File: src/rtl/dmem_ctrl_pkg.sv
// Shared types and constants for the dmem_ctrl data-memory sequencer.
// Access sizes, FSM states, grant ids and lane-select helpers live here.
package dmem_ctrl_pkg;

  localparam int unsigned DefaultAw = 16;

  typedef enum logic [1:0] {
    SzByte = 2'b00,
    SzHalf = 2'b01,
    SzWord = 2'b10,
    SzIll  = 2'b11
  } size_e;

  typedef enum logic [2:0] {
    StIdle,
    StIssue,
    StWait,
    StMerge,
    StDone
  } state_e;

  typedef enum logic {
    GntC = 1'b0,
    GntD = 1'b1
  } grant_e;

  localparam logic [31:0] ByteLaneMask = 32'h0000_00ff;
  localparam logic [31:0] HalfLaneMask = 32'h0000_ffff;

  // Halves are selected by offset[1] alone; bytes by the full offset.
  function automatic logic [4:0] lane_shift(input logic [1:0] offset, input size_e size);
    return (size == SzHalf) ? {offset[1], 4'b0000} : {offset, 3'b000};
  endfunction

endpackage

File: src/rtl/dmem_lane_unit.sv
// Combinational lane logic: little-endian load extract/extend and sub-word
// store merge into an existing memory word.
module dmem_lane_unit
  import dmem_ctrl_pkg::*;
(
  input  logic [31:0] word,
  input  logic [1:0]  offset,
  input  size_e       size,
  input  logic        uns,
  input  logic [15:0] wdata,
  output logic [31:0] load_data,
  output logic [31:0] merged
);

  logic [4:0]  sh;
  logic [15:0] lane;

  always_comb begin
    sh        = lane_shift(offset, size);
    lane      = 16'(word >> sh);
    load_data = word;
    merged    = word;
    unique case (size)
      SzByte: begin
        load_data = {{24{~uns & lane[7]}}, lane[7:0]};
        merged    = (word & ~(ByteLaneMask << sh)) | ({24'd0, wdata[7:0]} << sh);
      end
      SzHalf: begin
        load_data = {{16{~uns & lane[15]}}, lane[15:0]};
        merged    = (word & ~(HalfLaneMask << sh)) | ({16'd0, wdata} << sh);
      end
      SzWord, SzIll: begin
        load_data = word;
        merged    = word;
      end
    endcase
  end

endmodule

File: src/rtl/dmem_ctrl.sv
// Two-port (core C, debug D) round-robin sequencer for a word-wide synchronous data memory.
// Optional saturating access counters are enabled by defining DMEM_CTRL_STATS_EN.
module dmem_ctrl
  import dmem_ctrl_pkg::*;
#(
  parameter int unsigned AW = DefaultAw
) (
  input  logic          clk,
  input  logic          rst_n,
  input  logic          c_req,
  input  logic          c_we,
  input  logic [1:0]    c_size,
  input  logic          c_uns,
  input  logic [31:0]   c_addr,
  input  logic [31:0]   c_wdata,
  output logic          c_rsp_valid,
  output logic [31:0]   c_rdata,
  output logic          c_err,
  input  logic          d_req,
  input  logic          d_we,
  input  logic [1:0]    d_size,
  input  logic          d_uns,
  input  logic [31:0]   d_addr,
  input  logic [31:0]   d_wdata,
  output logic          d_rsp_valid,
  output logic [31:0]   d_rdata,
  output logic          d_err,
  output logic [AW-1:0] mem_addr,
  output logic          mem_we,
  output logic [31:0]   mem_wdata,
  input  logic [31:0]   mem_rdata,
  output logic [15:0]   stat_cacc,
  output logic [15:0]   stat_dacc,
  output logic [15:0]   stat_err,
  output logic [15:0]   stat_cont
);

  state_e      state_q;
  grant_e      last_grant_q, gid_q;
  logic        we_q, uns_q;
  size_e       size_q;
  logic [1:0]  off_q;
  logic [15:0] wdata_q;

  logic        grant_c;
  grant_e      grant_id;
  logic        sel_we, sel_uns, sel_err;
  size_e       sel_size;
  logic [31:0] sel_addr, sel_wdata;
  logic [31:0] load_data, merged;

  always_comb begin
    grant_c = c_req;
    if (c_req && d_req) grant_c = (last_grant_q == GntD);
    grant_id  = grant_c ? GntC : GntD;
    sel_we    = grant_c ? c_we : d_we;
    sel_uns   = grant_c ? c_uns : d_uns;
    sel_size  = size_e'(grant_c ? c_size : d_size);
    sel_addr  = grant_c ? c_addr : d_addr;
    sel_wdata = grant_c ? c_wdata : d_wdata;
    sel_err   = (sel_size == SzIll)
             || (sel_size == SzHalf && sel_addr[0])
             || (sel_size == SzWord && sel_addr[1:0] != 2'b00)
             || ((sel_addr >> (AW + 2)) != 32'd0);
  end

  dmem_lane_unit u_lane (
    .word      (mem_rdata),
    .offset    (off_q),
    .size      (size_q),
    .uns       (uns_q),
    .wdata     (wdata_q),
    .load_data (load_data),
    .merged    (merged)
  );

  always_ff @(posedge clk or negedge rst_n) begin
    if (!rst_n) begin
      state_q      <= StIdle;
      last_grant_q <= GntD;
      gid_q        <= GntD;
      we_q         <= 1'b0;
      uns_q        <= 1'b0;
      size_q       <= SzByte;
      off_q        <= 2'b00;
      wdata_q      <= 16'd0;
      mem_addr     <= '0;
      mem_we       <= 1'b0;
      mem_wdata    <= 32'd0;
      c_rsp_valid  <= 1'b0;
      d_rsp_valid  <= 1'b0;
      c_rdata      <= 32'd0;
      d_rdata      <= 32'd0;
      c_err        <= 1'b0;
      d_err        <= 1'b0;
    end else begin
      mem_we      <= 1'b0;
      c_rsp_valid <= 1'b0;
      d_rsp_valid <= 1'b0;
      c_rdata     <= 32'd0;
      d_rdata     <= 32'd0;
      c_err       <= 1'b0;
      d_err       <= 1'b0;
      unique case (state_q)
        StIdle: begin
          if (c_req || d_req) begin
            last_grant_q <= grant_id;
            gid_q        <= grant_id;
            we_q         <= sel_we;
            uns_q        <= sel_uns;
            size_q       <= sel_size;
            off_q        <= sel_addr[1:0];
            wdata_q      <= sel_wdata[15:0];
            if (sel_err) begin
              state_q     <= StDone;
              c_rsp_valid <= grant_c;
              d_rsp_valid <= !grant_c;
              c_err       <= grant_c;
              d_err       <= !grant_c;
            end else begin
              state_q  <= StIssue;
              mem_addr <= sel_addr[AW+1:2];
              if (sel_we && sel_size == SzWord) begin
                mem_we    <= 1'b1;
                mem_wdata <= sel_wdata;
              end
            end
          end
        end
        StIssue: begin
          if (we_q && size_q == SzWord) begin
            state_q     <= StDone;
            c_rsp_valid <= (gid_q == GntC);
            d_rsp_valid <= (gid_q == GntD);
          end else begin
            state_q <= StWait;
          end
        end
        StWait: begin
          if (we_q) begin
            state_q   <= StMerge;
            mem_we    <= 1'b1;
            mem_wdata <= merged;
          end else begin
            state_q     <= StDone;
            c_rsp_valid <= (gid_q == GntC);
            d_rsp_valid <= (gid_q == GntD);
            c_rdata     <= (gid_q == GntC) ? load_data : 32'd0;
            d_rdata     <= (gid_q == GntD) ? load_data : 32'd0;
          end
        end
        StMerge: begin
          state_q     <= StDone;
          c_rsp_valid <= (gid_q == GntC);
          d_rsp_valid <= (gid_q == GntD);
        end
        StDone:  state_q <= StIdle;
        default: state_q <= StIdle;
      endcase
    end
  end

`ifdef DMEM_CTRL_STATS_EN
  logic c_busy, d_busy, cont;

  // A port is busy when it is being granted now or owns the in-flight transaction.
  always_comb begin
    c_busy = (state_q == StIdle) ? (c_req && grant_c) : (gid_q == GntC);
    d_busy = (state_q == StIdle) ? (d_req && !grant_c) : (gid_q == GntD);
    cont   = (c_req && !c_busy) || (d_req && !d_busy);
  end

  always_ff @(posedge clk or negedge rst_n) begin
    if (!rst_n) begin
      stat_cacc <= 16'd0;
      stat_dacc <= 16'd0;
      stat_err  <= 16'd0;
      stat_cont <= 16'd0;
    end else begin
      if (c_rsp_valid && stat_cacc != 16'hffff) stat_cacc <= stat_cacc + 16'd1;
      if (d_rsp_valid && stat_dacc != 16'hffff) stat_dacc <= stat_dacc + 16'd1;
      if ((c_err || d_err) && stat_err != 16'hffff) stat_err <= stat_err + 16'd1;
      if (cont && stat_cont != 16'hffff) stat_cont <= stat_cont + 16'd1;
    end
  end
`else
  assign stat_cacc = 16'd0;
  assign stat_dacc = 16'd0;
  assign stat_err  = 16'd0;
  assign stat_cont = 16'd0;
`endif

endmodule
File: config.mk
export PLATFORM = sky130hd
export DESIGN_NAME = dmem_ctrl
export DESIGN_NICKNAME = d
export VERILOG_FILES = /design/src/rtl/dmem_ctrl_pkg.sv /design/src/rtl/dmem_lane_unit.sv /design/src/rtl/dmem_ctrl.sv
export SDC_FILE = /design/constraint.sdc
export NUM_CORES = 1
export LEC_CHECK = 0
export CAP_MARGIN = 25
export CORE_MARGIN = 4
export CORE_UTILIZATION = 44
export CTS_BUF_LIST = sky130_fd_sc_hd__clkbuf_8
export CTS_CLUSTER_DIAMETER = 80
export DETAILED_ROUTE_END_ITERATION = 10
export MAX_ROUTING_LAYER = met4
export PLACE_DENSITY = 0.84
export SLEW_MARGIN = 20
export SYNTH_ARGS = -nofsm -noshare
export SYNTH_HDL_FRONTEND = slang
export SYNTH_SLANG_ARGS = --single-unit
File: constraint.sdc
create_clock -name clk -period 2.9 [get_ports clk]
set_input_delay 0.435 -clock clk [delete_from_list [all_inputs] [get_ports clk]]
set_output_delay 0.435 -clock clk [all_outputs]
set_load 0.02 [all_outputs]
Yosys cells after proc, flatten, opt, wreduce, memory -nomap -nowiden. Index checks and enable logic that the tools add are counted.

Eq/ne operators: 13. Muxes and demuxes: 43. Reduce and logical (&&, ||, !) cells: 19. Bitwise logic cells: 11. Shift-type cells: 5.

Operator list (count): 32-bit two-way mux (12); 32-bit one-hot mux with 3 select lines (2); 32-bit AND (2); 32-bit NOT (2); 32-bit bitwise OR (2); 32-bit one-hot mux with 2 select lines (1); 32-bit nonzero test (1); 16-bit by 5-bit left shift with 32-bit output (1); 16-bit by 5-bit left shift with 32-bit output, first input constant (1); 8-bit by 5-bit left shift with 32-bit output (1); 8-bit by 5-bit left shift with 32-bit output, first input constant (1); 32-bit by 5-bit right shift with 16-bit output (1); 1-bit two-way mux (18); 3-bit two-way mux (4); 3-bit one-hot mux with 4 select lines (1); 2-bit == test, second input constant (4); 2-bit != test, second input constant (4); 1-bit one-hot mux with 4 select lines (2); 3-bit by 2-bit == test with 1-bit output, second input constant (2); 1-bit logical AND (5); 5-bit AND reduction (1); 2-bit by 1-bit == test with 1-bit output, second input constant (2); 1-bit logical OR (4); 4-bit two-way mux (1); other kinds (12) (16).

Bits in registers: 143. Output and inout bits: 181. Word-level logic and storage cells: 107. Input port bits: 172.

Depth between registers and ports, before layout. Gate-level depths: netlist of the first run.

Word-level depth: 11. Mapped depth: 12.

Modules after synthesis. From an unflattened synthesis of the first run, not the netlist that was laid out.

Cell total of the unflattened synthesis: 1083. Area total of the unflattened synthesis: 9377.7 um2.

By module, submodules not included: dmem_ctrl (seq. area each 3579.7 um2, cells each 824, area each 7793.7 um2, times used 1); dmem_lane_unit (seq. area each 0.0 um2, cells each 259, area each 1584.0 um2, times used 1).

Worst setup path before layout of the first run. No wires, ideal clock.

Path type: reg2reg. Start: register, netlist name gid_q. End: register mem_wdata[10]. Data arrival time: 2159 ps. Required time: 2777 ps. Path slack: 618 ps. Cell stages (with the launch flop): 9. Cell sequence: dfstp_2 -> nand2b_1 -> buf_6 -> nand2_4 -> o41ai_4 -> o211ai_2 -> a2111o_1 -> buf_6 -> o221a_1.

RTL lines: to (signal assigned) (line dmem_ctrl.sv:125) `mem_wdata <= sel_wdata;`; to (signal assigned) (line dmem_ctrl.sv:143) `mem_wdata <= merged;`; to (decl) (line dmem_ctrl.sv:30) `output logic [31:0] mem_wdata,`.

==> flow_metrics.tcl, run 1 <==
set metrics [dict create \
    cts_sinks 143 \
    required_ps 3240 \
    synth_warnings 0 \
    intPower_uw 4240 \
    antenna_found_initial 0 \
    ctsResizeCount 0 \
    die_h_um 142 \
    synth_top_family_by_area "compound AO/OA/AOI/OAI gates" \
    cts-root-buf "clkbuf_8" \
    r2r-start "gid_q" \
    fp.coreArea_um2 17500 \
    synth.cell_area_um2 7920 \
    tightest_slew_ps 704 \
    combPwrFrac_pct 41.9 \
    seqCellArea_um2 3580 \
    grt_max_degree 81 \
    hold_violations 0 \
    dieWidth_um 142 \
    path_clk_slew_ps 90 \
    muxShareOfSynthArea_pct 8.76 \
    maxSlewViolCount 0 \
    fin_crit_ps 2460 \
    swShare_pct 40.7 \
    ys_ff_latch 143 \
    antenna_cells 0 \
    ant_nets 0 \
    power_density_nw_per_um2 633 \
    layout-drive-gt1-share_pct 8.96 \
    async_flop_share_pct 100 \
    hpwl_um 21000 \
    worstSkewPairLatency_ps 450 \
    crit_family "compound AO/OA/AOI/OAI gates" \
    worst_path_max_delay_cell "dfstp_2" \
    rsz0062_at_grt "no" \
    htree_levels 4 \
    finalCritPeriodShare_pct 84.7 \
    start_util_pct 45.3 \
    drt_pass1_iterations 5 \
    area.growth.synth_to_final_pct 42.5 \
    grt_overflow 0 \
    place.gp.congestion 1.00 \
    layout_commonest_cell "clkdlybuf4s50_1" \
    yosys_most_used_dff "dfrtp_1" \
    fin_nets 1303 \
    p_sw_uw 2910 \
    die_area_um2 20200 \
    relSlewSlack_pct 53.1 \
    std_cell_rows 48 \
    cts-hold-fix-buffers 0 \
    multi_input_area_um2 3810 \
    yosys.area_share.simple_pct 15.0 \
    cts_buffers 17 \
    path_class "reg2reg" \
    rr_endpoint "mem_wdata[24]" \
    synth_edf_count 0 \
    pwr-share-seq_pct 34.0 \
    status "finished clean" \
    endpoint_kind "flip-flop" \
    wirelength_um 26900 \
    irDropWorstVdd_v 0.000451 \
    fin_skew_ps 9.63 \
    p_total_uw 7140 \
    hold_class "in2async" \
    synthAdderAreaFrac_pct 0.632 \
    netlist-cell-type-count 57 \
    start_kind "flip-flop" \
    r2r_setup_slack_ps 440 \
    fin_setup_tns_ps 0 \
    drc 0 \
    vias 7577 \
    io_buffers 288 \
    synth-compound-area-share_pct 20.6 \
    cts_tree "yes" \
    ys_seq_area_share_pct 45.2 \
    synthCells 848 \
    path_max_fanout 25 \
    drt_first_iter_violations 715 \
    cp_cell_sequence "nand2b_1 > nand2_4 > o41ai_4 > o211ai_2 > a2111o_1 > buf_12 > o221a_2" \
    clockBufferDepth 2 \
    fillCellCount 1436 \
    critPathMaxStageDelay_ps 620 \
    grt.total_usage_pct 26.2 \
    postCtsSetupBuffers 0 \
    drv_cap 0 \
    fmax_mhz 407 \
    worstPathArrival_ps 2790 \
    syn_area_per_cell_um2 9.34 \
    grt_pass1_vias 7393 \
    rr_worst_depth 7 \
    setup_viol 0 \
    vias_per_cell 5.55 \
    crit_buf_inv 1 \
    synth_xor_area_share_pct 0 \
    final_cell_mix "clkdlybuf4s50_1 (287), dfrtp_1 (142), nand2_1 (114), o21ai_0 (71)" \
    power.leakage_uw 0.00488 \
    io_pins 353 \
    pwr-share-clk_pct 24.1 \
    grt_pass1_wl_um 40100 \
    post_drt_wl_per_cell_um 19.8 \
]
[through the flow]
step	hold WS, ps	setup slack [ps]	util (%)	area [um^2]	instances
5_1_grt	67.7	353	64.6	11300	1364
6_report	13.2	443	64.6	11300	1364
3_3_place_gp	460	214	62.2	10900	1333
3_5_place_dp	469	179	62.2	10900	1333
4_1_cts	17.2	446	64.6	11300	1364
2_1_floorplan	139	618	-	8160	911
[cell type report]
class | count | area share, %
tap | 225 | 2.49
clock buffer | 17 | 2.07
timing repair buffer | 322 | 28.0
inverter | 9 | 0.299
sequential | 143 | 31.7
multi-input combinational | 634 | 33.7
clock inverter | 14 | 1.70
[cells by family after synthesis]
family,count (synthesis)
fa+ha+maj,4
mux,66
buf+inv,134
flops,143
simple gates,257
compound gates,243
other cells,1
[metal layers]
metal  vias up  share of wire, %  track usage (%)
met1      3621                38             31.9
met4         0               3.3             9.55
met5         -                 0                -
li1       3466                 -                -
met3        57               9.1             5.88
met2       433                49             43.0
[cell usage after synthesis, types with 5 or more instances]
cell	n	area, um^2
o221a_2	5	56.3
o22a_1	7	61.3
and2_1	11	68.8
a21oi_1	64	320
nor4_1	7	43.8
nand3_1	25	125
nor2_1	40	150
a221oi_1	21	184
o211ai_1	7	52.6
dfrtp_1	142	3550
nand2_1	114	428
nor2b_1	29	181
mux2_2	24	270
mux2i_1	41	410
buf_2	7	35.0
buf_1	6	22.5
nand2b_1	7	43.8
o221a_1	15	169
o21ai_0	71	355
a22oi_1	13	97.6
inv_1	8	30.0
o22ai_1	8	50.1
buf_4	64	480
clkbuf_1	45	169
nor3_1	12	60.1
[worst max-delay path by stage]
stage	cells after the start	slack, ps	end	startpoint
global placement	8	210	mem_wdata[21]	c_addr[23]
finish	7	440	mem_wdata[24]	gid_q
floorplan	8	620	mem_wdata[10]	gid_q
detailed placement	8	180	mem_wdata[14]	d_addr[23]
CTS	7	450	mem_wdata[14]	gid_q
global route	8	350	mem_wdata[15]	gid_q
[sequential cells by signal (all words and copies together), names as in the netlist]
name         cells
we_q             1
mem_wdata       32
c_rdata         32
d_rdata         32
gid_q            1
c_err            1
size_q           2
mem_we           1
off_q            2
wdata_q         16
d_err            1
state_q          3
d_rsp_valid      1
mem_addr        16
uns_q            1
c_rsp_valid      1
[power by group through the flow]
stage | Sequential [uW] | Clock, uW | Combinational [uW]
finish | 2430 | 1720 | 3000
global route | 2440 | 1840 | 3220
CTS | 2410 | 1750 | 2940
detailed placement | 2450 | 0 | 2920
global placement | 2440 | 0 | 2870
floorplan | 2370 | 0 | 1970
Note: power is estimated with default switching activity, not from simulation.
==> inputs of run 2 (changes only) <==
- CORE_UTILIZATION: 44 -> 39
- PLACE_DENSITY: 0.84 -> 0.79
- clock period: 2.9 -> 2.22 ns (I/O delays scaled with it)
==> run 2 against run 1 <==
Effect of this change:
- first-iteration DRC count down 29%
- clock power increased by 19%
- clock-buffer cell count increased by 1
- routed wire length decreased by 0.51%
- critical endpoint is now mem_wdata[15]
- largest cell class unchanged
==> flow_metrics.tcl, run 2 (synthesis results as in run 1) <==
set metrics [dict create \
    tightest_slew_ps 606 \
    clockBufferDepth 2 \
    irDropWorstVdd_v 0.000506 \
    start_util_pct 40.2 \
    wl_met1_um 10700 \
    grt_max_degree 57 \
    ant_nets 0 \
    grt.total_usage_pct 23.6 \
    post_drt_wl_per_cell_um 18.6 \
    antenna_found_initial 0 \
    r2r_setup_slack_ps 60 \
    rr_endpoint "mem_wdata[15]" \
    dr_wl_met3_um 2140 \
    hpwl_um 21200 \
    relSlewSlack_pct 59.6 \
    grt_pass1_wl_um 40000 \
    drt_first_iter_violations 509 \
    fin_skew_ps 11.7 \
    drt_pass1_iterations 5 \
    std_cell_rows 51 \
    final_cells 1444 \
    status "finished clean" \
    r2r-start "gid_q" \
    fin_crit_ps 2210 \
    cts_buffers 17 \
    grt_overflow 0 \
    cts_tree "yes" \
    fmax_mhz 453 \
    start_kind "primary input" \
    path_clk_slew_ps 80 \
    wirelength_um 26800 \
    finalCritPeriodShare_pct 99.4 \
    hold_violations 0 \
    vias 7556 \
    required_ps 2550 \
    setup_slack_ps 12.9 \
    fp.coreArea_um2 19700 \
    place.gp.congestion 0.960 \
    endpoint_kind "flip-flop" \
    power.leakage_uw 0.00511 \
    largestRegisters "c_rdata (32), d_rdata (32), mem_wdata (32)" \
    rsz0062_at_grt "yes" \
    drv_cap 0 \
    post-place-ws_ps -552 \
    dr_wl_met2_um 13700 \
    maxSlewViolCount 0 \
    worstPathArrival_ps 2540 \
    place_inst 1409 \
    path_max_fanout 25 \
    io_pins 353 \
    area.growth.synth_to_final_pct 49.4 \
    io_buffers 288 \
    die_area_um2 22700 \
    antenna_cells 0 \
    cts_sinks 143 \
    path_class "in2reg" \
    setup_viol 0 \
    drc 0 \
    layout_commonest_cell "clkdlybuf4s50_1" \
    fin_nets 1342 \
    vias_per_cell 5.23 \
    layout-drive-gt1-share_pct 14.1 \
    cts-root-buf "clkbuf_8" \
    top_layer_used "met4" \
    final_cell_mix "clkdlybuf4s50_1 (287), dfrtp_1 (141), nand2_1 (113), conb_1 (64), a21oi_1 (63)" \
    power_density_nw_per_um2 801 \
    worstSkewPairLatency_ps 450 \
    grt_pass1_vias 7334 \
    hold_class "in2async" \
    die_h_um 151 \
    htree_levels 4 \
    dieWidth_um 151 \
    rr_worst_depth 7 \
]
==> run 2: critical path: stages <==
cell and delay, ps:
clkdlybuf4s50_1 430, nor4_2 370, nand4_1 230, mux2i_2 260, o211ai_2 140, a2111o_1 350, buf_12 180, o221a_2 230
==> run 2: worst max-delay path by stage <==
| stage | startpoint | slack (ps) | to |
|---|---|---|---|
| 2_1_floorplan | gid_q | 40 | mem_wdata[9] |
| 3_3_place_gp | c_addr[27] | -500 | mem_wdata[24] |
| 3_5_place_dp | c_addr[27] | -550 | mem_wdata[11] |
| 4_1_cts | size_q[1] | 5 | mem_wdata[19] |
| 5_1_grt | size_q[1] | -30 | mem_wdata[12] |
| 6_report | c_addr[27] | 10 | mem_wdata[15] |
==> run 2: final cells by class <==
| class | count | area, um^2 |
|---|---|---|
| fillers | 1654 | 7880 |
| multi-input cells | 634 | 3960 |
| flip-flops and latches | 143 | 3580 |
| repair buffers | 361 | 3530 |
| well taps | 265 | 332 |
| clock buffers | 18 | 248 |
| clock inverters | 14 | 150 |
| inverters | 9 | 33.8 |
==> run 2: what timing repair did <==
item,4_1_cts,5_1_grt
cloned,0,0
buffers inserted,1,1
resized for setup,6,39
endpoints found under the hold margin,41,0
setup endpoints to repair,42,64
pin swaps,1,6
hold buffers,1,0
==> run 2: per-layer routing <==
metal	up-vias	track usage (%)
met5	-	-
met4	0	5.54
met3	26	5.36
met2	365	39.4
met1	3613	29.2
li1	3552	-
==> run 2: metrics by stage <==
| step | util (%) | hold slack [ps] | power, uW | TNS [ps] | cell area, um^2 |
|---|---|---|---|---|---|
| 2_1_floorplan | - | 37.4 | 5680 | 0 | 8160 |
| 3_3_place_gp | 57.1 | 285 | 7140 | -22030 | 11200 |
| 3_5_place_dp | 57.1 | 289 | 7170 | -27600 | 11200 |
| 4_1_cts | 59.3 | 406 | 9280 | 0 | 11700 |
| 5_1_grt | 60.0 | 421 | 10000 | -290 | 11800 |
| 6_report | 60.0 | 393 | 9480 | 0 | 11800 |
==> run 2: where the power goes <==
part	internal, uW	total [uW]	leakage [uW]	switching, uW
Sequential	2850	3190	0.00184	345
Combinational	1720	4230	0.00307	2510
Clock	961	2050	0.000206	1090
Total	5530	9480	0.00511	3950
==> inputs of run 3 (changes only) <==
- SKIP_CTS_REPAIR_TIMING: unset -> 1
- SKIP_LAST_GASP: unset -> 1
==> run 3 against run 2 <==
Effect of this change:
- the flow now finishes with violations (setup timing)
- sequential power about the same
- maximum frequency down 0.60%
- cell count unchanged
- setup slack worse by 13 ps
- global-route usage about the same
- power down 0.46%
- first-iteration DRC count up 7.5%
- routed wire length up 0.31%
- combinational power down 0.9%
- worst hold slack about the same
- clock power about the same
- die area unchanged
- critical path type unchanged
==> flow_metrics.tcl, run 3 (synthesis results as in run 1) <==
set metrics [dict create \
    status "finished with violations" \
    violations "setup timing" \
    place.gp.congestion 0.960 \
    fin_setup_tns_ps -0.678 \
    placed_area_um2 11200 \
    fin_skew_ps 11.3 \
    htree_levels 4 \
    largestRegisters "c_rdata (32), d_rdata (32), mem_wdata (32)" \
    endpoint_kind "flip-flop" \
    path_max_fanout 25 \
    path_class "in2reg" \
    required_ps 2550 \
    die_area_um2 22700 \
    start_util_pct 40.2 \
    drt_pass1_iterations 5 \
    clockBufferDepth 2 \
    post-place-ws_ps -552 \
    io_buffers 288 \
    cts_sinks 143 \
    fin_nets 1342 \
    dieWidth_um 151 \
    fin_crit_ps 2220 \
    path_clk_slew_ps 80 \
    hold_violations 0 \
    p_sw_uw 3930 \
    fp.coreArea_um2 19700 \
    maxSlewViolCount 0 \
    wirelength_um 26900 \
    post_drt_wl_per_cell_um 18.6 \
    layout_commonest_cell "clkdlybuf4s50_1" \
    grt_overflow 0 \
    setup_slack_ps -0.368 \
    rsz0062_at_grt "yes" \
    drv_cap 0 \
    power_density_nw_per_um2 799 \
    hold_class "in2async" \
    pwr-share-seq_pct 33.8 \
    swShare_pct 41.6 \
    ant_nets 0 \
    intPower_uw 5510 \
    worstSkewPairLatency_ps 450 \
    cts_tree "yes" \
    vias 7577 \
    finalCritPeriodShare_pct 100 \
    worstPathArrival_ps 2550 \
    pwr-share-clk_pct 21.8 \
    io_pins 353 \
    drc 0 \
    grt_max_degree 57 \
    grt_pass1_vias 7332 \
    std_cell_rows 51 \
    start_kind "primary input" \
    relSlewSlack_pct 59.5 \
    power.leakage_uw 0.00511 \
    p_total_uw 9430 \
    vias_per_cell 5.25 \
    fmax_mhz 450 \
    die_h_um 151 \
    grt.total_usage_pct 23.6 \
    grt_pass1_wl_um 40000 \
    drt_first_iter_violations 547 \
    final_cell_mix "clkdlybuf4s50_1 (287), dfrtp_1 (141), nand2_1 (113), conb_1 (64)" \
    fillCellCount 1660 \
    cts_buffers 17 \
    area.growth.synth_to_final_pct 49.0 \
    cts-root-buf "clkbuf_8" \
    final_cell_area_um2 11800 \
    antenna_cells 0 \
    setup_viol 2 \
    layout-drive-gt1-share_pct 13.7 \
    irDropWorstVdd_v 0.000509 \
    hpwl_um 21200 \
    tightest_slew_ps 608 \
    combPwrFrac_pct 44.4 \
    antenna_found_initial 0 \
    final_util_pct 59.9 \
]
run 3: metrics by stage:
stage / std cells / hold WS (ps)
2_1_floorplan: 911 / 37.4
3_3_place_gp: 1409 / 285
3_5_place_dp: 1409 / 289
4_1_cts: 1441 / -207
5_1_grt: 1444 / 421
6_report: 1444 / 393
run 3: cell type report:
class | instances | area, um^2 | area share, %
Clock buffer | 18 | 248 | 2.10
Clock inverter | 14 | 150 | 1.27
Multi-Input combinational cell | 634 | 3930 | 33.3
Tap cell | 265 | 332 | 2.81
Inverter | 9 | 33.8 | 0.286
Sequential cell | 143 | 3580 | 30.3
Timing Repair Buffer | 361 | 3530 | 29.9
run 3: final timing paths:
path	cells after the start	startpoint	slack (ps)	endpoint
setup / recovery	8	c_addr[27]	-0.4	mem_wdata[15]
hold / removal	2	rst_n	390	mem_wdata[2]
setup reg to reg	7	gid_q	60	mem_wdata[15]
hold reg to reg	2	mem_addr[5]	480	mem_addr[5]
max in group asynchronous	3	rst_n	1110	wdata_q[10]
min in group clk	2	mem_addr[5]	480	mem_addr[5]
run 3: power by group through the flow:
stage          logic, uW  clock network [uW]  registers [uW]
2_1_floorplan       2580                   0            3100
3_3_place_gp        3920                   0            3220
3_5_place_dp        3950                   0            3210
4_1_cts             3970                2100            3160
5_1_grt             4530                2220            3210
6_report            4190                2060            3190
run 3: metal layers:
metal  track usage (%)  vias up  routed length, um
li1                  -     3546                  -
met1              29.3     3610              10700
met2              39.4      393              13700
met3              5.36       28               2210
met4              5.54        0                295
met5                 -        -                  0
run 3: worst max-delay path, stage by stage:
cell             delay, ps
clkdlybuf4s50_1        440
nor4_2                 370
nand4_1                240
mux2i_2                260
o211ai_2               140
a2111o_1               350
buf_12                 180
o221a_2                230
